==> src/rtl/fir_sched_pkg.sv <==
// Shared state encoding and default widths for the time-multiplexed FIR MAC scheduler.
package fir_sched_pkg;

    localparam int W_IN_DEF  = 5;
    localparam int C_IN_DEF  = 3;
    localparam int Y_OUT_DEF = 12;
    localparam int TAPS_DEF  = 4;

    typedef enum logic [1:0] {
        ST_IDLE = 2'd0,
        ST_MAC  = 2'd1,
        ST_OUT  = 2'd2
    } state_t;

endpackage

==> src/rtl/fir_mac.sv <==
// Registered signed multiply-accumulate: clr zeroes the accumulator, en adds coef*x.
module fir_mac
    import fir_sched_pkg::*;
#(
    parameter int W_IN  = W_IN_DEF,
    parameter int C_IN  = C_IN_DEF,
    parameter int Y_OUT = Y_OUT_DEF
) (
    input  logic                    clk,
    input  logic                    rstn,
    input  logic                    clr,
    input  logic                    en,
    input  logic signed [C_IN-1:0]  coef,
    input  logic signed [W_IN-1:0]  x,
    output logic signed [Y_OUT-1:0] acc
);

    logic signed [W_IN+C_IN-1:0] prod;

    // Full-width signed product; the sized cast sign-extends it to the accumulator width.
    assign prod = coef * x;

    // NOTE: state registers use non-blocking assignments so every flop samples pre-edge values.
    always_ff @(posedge clk or negedge rstn) begin
        if (!rstn) begin
            acc <= '0;
        end else if (clr) begin
            acc <= '0;
        end else if (en) begin
            acc <= acc + Y_OUT'(prod);
        end
    end

endmodule

==> src/rtl/fir_mac_sched.sv <==
// Sample intake, delay line, coefficient file and FSM sharing one MAC across all taps.
module fir_mac_sched
    import fir_sched_pkg::*;
#(
    parameter int W_IN  = W_IN_DEF,
    parameter int C_IN  = C_IN_DEF,
    parameter int Y_OUT = Y_OUT_DEF,
    parameter int TAPS  = TAPS_DEF,
    localparam int AW   = $clog2(TAPS)
) (
    input  logic                    clk,
    input  logic                    rstn,
    input  logic                    s_valid,
    output logic                    s_ready,
    input  logic signed [W_IN-1:0]  s_data,
    input  logic                    coef_we,
    input  logic [AW-1:0]           coef_addr,
    input  logic signed [C_IN-1:0]  coef_data,
    output logic                    m_valid,
    input  logic                    m_ready,
    output logic signed [Y_OUT-1:0] m_data,
    output logic                    busy
);

    state_t state, state_nxt;
    logic [AW-1:0] k;
    logic signed [W_IN-1:0] x [TAPS];
    logic signed [C_IN-1:0] coef [TAPS];
    logic accept, last, coef_wr;

    assign s_ready = (state == ST_IDLE);
    assign m_valid = (state == ST_OUT);
    assign busy    = (state != ST_IDLE);
    assign accept  = s_valid && s_ready;
    assign last    = (state == ST_MAC) && (k == AW'(TAPS - 1));
    assign coef_wr = coef_we && (state == ST_IDLE) && (int'(coef_addr) < TAPS);

    // NOTE: next state gets a default before the case so no path can infer a latch.
    always_comb begin
        state_nxt = state;
        case (state)
            ST_IDLE: if (accept)  state_nxt = ST_MAC;
            ST_MAC:  if (last)    state_nxt = ST_OUT;
            ST_OUT:  if (m_ready) state_nxt = ST_IDLE;
            default:              state_nxt = ST_IDLE;
        endcase
    end

    always_ff @(posedge clk or negedge rstn) begin
        if (!rstn) begin
            state <= ST_IDLE;
            k     <= '0;
        end else begin
            state <= state_nxt;
            if (accept) begin
                k <= '0;
            end else if (state == ST_MAC) begin
                k <= k + 1'b1;
            end
        end
    end

    // NOTE: the delay line and coefficient file are small register arrays, so they take the reset too.
    always_ff @(posedge clk or negedge rstn) begin
        if (!rstn) begin
            for (int i = 0; i < TAPS; i++) begin
                x[i]    <= '0;
                coef[i] <= '0;
            end
        end else begin
            if (coef_wr) begin
                coef[coef_addr] <= coef_data;
            end
            if (accept) begin
                x[0] <= s_data;
                for (int i = 1; i < TAPS; i++) begin
                    x[i] <= x[i-1];
                end
            end
        end
    end

    // The accumulator holds the finished sum through OUT, so it drives m_data directly.
    fir_mac #(
        .W_IN  (W_IN),
        .C_IN  (C_IN),
        .Y_OUT (Y_OUT)
    ) u_mac (
        .clk  (clk),
        .rstn (rstn),
        .clr  (accept),
        .en   (state == ST_MAC),
        .coef (coef[k]),
        .x    (x[k]),
        .acc  (m_data)
    );

endmodule
==> config.mk <==
export PLATFORM = sky130hd
export DESIGN_NAME = fir_mac_sched
export DESIGN_NICKNAME = d
export VERILOG_FILES = /design/src/rtl/fir_sched_pkg.sv /design/src/rtl/fir_mac.sv /design/src/rtl/fir_mac_sched.sv
export SDC_FILE = /design/constraint.sdc
export NUM_CORES = 1
export LEC_CHECK = 0
export ABC_AREA = 0
export BUFFER_PORTS_ARGS = -buffer_cell sky130_fd_sc_hd__buf_2
export CORE_MARGIN = 4
export CORE_UTILIZATION = 25
export CTS_CLUSTER_SIZE = 40
export DETAILED_ROUTE_END_ITERATION = 7
export PLACE_DENSITY = 0.45
export RECOVER_POWER = 100
export SLEW_MARGIN = 20
export SYNTH_ARGS = -nofsm -noshare
export SYNTH_HDL_FRONTEND = slang
export SYNTH_SLANG_ARGS = --single-unit
==> constraint.sdc <==
create_clock -name clk -period 4 [get_ports clk]
set_input_delay 0.8 -clock clk [delete_from_list [all_inputs] [get_ports clk]]
set_output_delay 0.8 -clock clk [all_outputs]
set_load 0.01 [all_outputs]
==> flow_summary.yaml <==
clocking:
  clkTransAtPathRegs_ns: 0.07
  ctsLongestPathBuffers: 2
  clock_latency_ns: 0.29
  cts_made_buffers: 5
  cts_num_sinks: 48
  cts.htree.levels: 2
  cts-root-buf: "clkbuf_16"
  cts_tree: "yes"
flow_run:
  max_cap_viol_count: 1
setup_path:
  cp_data_arrival_time_ns: 4.42
  endpoint_kind: "flop"
  r2r_slack_ns: -0.28
  start_kind: "flop"
  cp_data_required_time_ns: 4.14
  reg2reg_from: "k[0]$_DFFE_PN0P_"
  path_class: "flop to flop"
  cp_max_fo: 3
  r2r_end: "u_mac.acc[10]$_DFFE_PN0P_"
  r2r_cells: 16
hold_path:
  worstHoldPathCells: 1
  worstHoldStart: "u_mac.acc[11]$_DFFE_PN0P_"
  hold_class: "flop to flop"
  min_to: "u_mac.acc[11]$_DFFE_PN0P_"
synth:
  post-synth-top-count-cell: "dfrtp_1"
  synth.area.mux_share_pct: 18.1
  syn-num-nets: 314
  synth-edff-count: 0
  synth.largest_area_cell: "dfrtp_1"
  synthTopCellsByCount: "dfrtp_1, mux2_2, inv_1"
  yosysSeqAreaShare_pct: 39.5
  synth_fa_ha_area_share_pct: 19.8
  synth-compound-area-share_pct: 6.88
  syn_area_per_cell_um2: 11.7
  ys.flop_type: "dfrtp_1"
  synth.cell_area_um2: 3040
  postSynthCellCount: 260
  yosys.area_share.xor_xnor_pct: 2.02
  synth_top_family_by_area: "adder cells"
  synth.top_cell.area_share_pct: 39.5
  synth_cell_types: 32
  synthSimpleGateAreaFrac_pct: 9.02
  synth_area_leaders: "dfrtp_1, mux2_2, fa_1"
  ys_async_sr_fraction_pct: 100
  ys_ff_latch: 48
  synth-warning-count: 0
routing:
  drcViolationCount: 0
  vias_per_cell: 4.42
  first_pass_iters: 4
  wl_per_cell_um: 13.9
  wl_mm: 6.67
  detail_route.iter0.violations: 90
  via_count: 2125
  ant_nets: 0
cells_and_area:
  seq_area_um2: 1200
  syn_to_final_growth_pct: 28.9
  nFillCells: 1213
  final_nets: 388
  multi_input_area_um2: 1760
  layout-drive-gt1-share_pct: 41.0
  fin_cells: 481
  num_antenna_cells: 0
grt:
  grt_start_max_net_pins: 29
  grt_overflow: 0
  grt_pass1_vias: 2309
  antenna_found_initial: 0
  grt_use_total_pct: 10.3
  grt_first_pass_wirelength_mm: 11.7
place:
  gp_congestion: 0.766
  io_buffers: 29
  dp_cells: 471
  hpwl_mm: 5.20
sta:
  fin_crit_sh_pct: 107
  max_freq_mhz: 233
  finalClockSkew_ns: 0.00482
  finalWorstSetupSlack_ns: -0.283
  setup_viol: 3
  slew_headroom_pct: -7.45
  hold_violations: 0
  min_period_ns: 4.28
  slew_viol_final: 29
  tightestPinTransition_ns: 1.61
  rsz0062_at_grt: "yes"
floorplanning:
  core_area_um2: 12000
  fp.dieH_um: 118
  initial_core_util_pct: 25.4
  die-area_um2: 14000
  rows: 40
  pin_count: 30
  die_w_um: 118
outcome:
  failed_checks: "max-capacitance violations, max-slew violations, negative setup slack"
  status: "finished, violations left"
[flip-flops by register name, indices dropped and copies added, names as in the netlist]
name	cells
k	2
coef	12
x	20
u_mac.acc	12
state	2
[layer usage]
metal | global-route usage [%] | up-vias | share of wire, %
li1 | - | 1047 | -
met5 | 0 | - | 0
met3 | 2.58 | 4 | 2.7
met2 | 18.3 | 18 | 51
met1 | 12.8 | 1056 | 46
met4 | 1.76 | 0 | 0.70
[kinds of logic (layout without fill, tap and decap cells)]
logic type      after synthesis  count (layout)
xor+xnor                      7               7
buf+inv                      37             111
flops                        48              48
simple gates                 55              55
compound gates               33              33
fa+ha+maj                    39              39
mux                          41              41
[how the worst max path moves through the flow]
| stage | end | slack, ns | from | cells past startpoint |
|---|---|---|---|---|
| finish | u_mac.acc[10]$_DFFE_PN0P_ | -0.28 | k[0]$_DFFE_PN0P_ | 16 |
| global route | u_mac.acc[10]$_DFFE_PN0P_ | -0.44 | k[0]$_DFFE_PN0P_ | 16 |
| CTS | u_mac.acc[10]$_DFFE_PN0P_ | -0.30 | k[0]$_DFFE_PN0P_ | 16 |
| detailed placement | u_mac.acc[10]$_DFFE_PN0P_ | -0.28 | k[0]$_DFFE_PN0P_ | 16 |
| global placement | u_mac.acc[10]$_DFFE_PN0P_ | -0.18 | k[0]$_DFFE_PN0P_ | 16 |
| floorplan | u_mac.acc[10]$_DFFE_PN0P_ | -0.11 | k[0]$_DFFE_PN0P_ | 16 |
[worst max-delay path, stage by stage (launching register included)]
cell	delay (ns)
dfrtp_1	0.42
buf_6	0.12
mux4_2	0.50
nand2b_4	0.16
fa_1	0.51
fa_1	0.45
fa_1	0.51
inv_1	0.04
ha_2	0.18
inv_2	0.06
fa_2	0.20
nor2b_1	0.05
o21a_1	0.17
o21a_1	0.21
o41a_1	0.33
xnor2_1	0.14
o21ai_1	0.07
[metrics by stage]
stage | instance area (um2) | setup slack [ns] | utilization, % | hold WS [ns] | setup TNS (ns)
2_1_floorplan | 3060 | -0.110 | - | 0.474 | -0.184
3_3_place_gp | 3680 | -0.181 | 30.8 | 0.473 | -0.478
3_5_place_dp | 3680 | -0.281 | 30.8 | 0.481 | -0.702
4_1_cts | 3840 | -0.297 | 32.1 | 0.490 | -0.835
5_1_grt | 3920 | -0.441 | 32.8 | 0.515 | -1.73
6_report | 3920 | -0.283 | 32.8 | 0.479 | -0.742
[cell type report]
| cell class | count | share of cell area (%) |
|---|---|---|
| sequential | 48 | 30.7 |
| multi-input combinational | 175 | 45.0 |
| clock inverter | 1 | 0.224 |
| clock buffer | 6 | 3.55 |
| tap | 147 | 4.69 |
| timing repair buffer | 75 | 13.1 |
| inverter | 29 | 2.78 |
[layout by cell type (no fill, tap or decap), drive strengths merged]
cell type,netlist,final
nor2,6,6
nand2,16,16
o41a,1,1
o21a,4,4
mux4,8,8
ha,24,24
nor3b,1,1
or3,1,1
and2,8,8
xor2,3,3
a21o,4,4
dfrtp,48,48
clkbuf,5,7
o21ai,10,10
clkinv,0,1
buf,3,74
a21oi,8,8
inv,29,29
nor3,3,3
nand4,3,3
xnor2,4,4
fa,15,15
o21bai,1,1
nand3,12,12
a31oi,2,2
a22o,1,1
o31ai,2,2
mux2,32,32
nor2b,3,3
mux2i,1,1
nand2b,2,2
[what timing repair did]
action	4_1_cts	5_1_grt
hold buffers	0	0
endpoints found under the setup margin	4	8
pin swaps	2	7
cloned	0	0
setup buffers	1	2
gates resized for setup	1	13
Power is not shown: default switching activity piles up to over one toggle a cycle in this logic, so the estimate is an artifact.
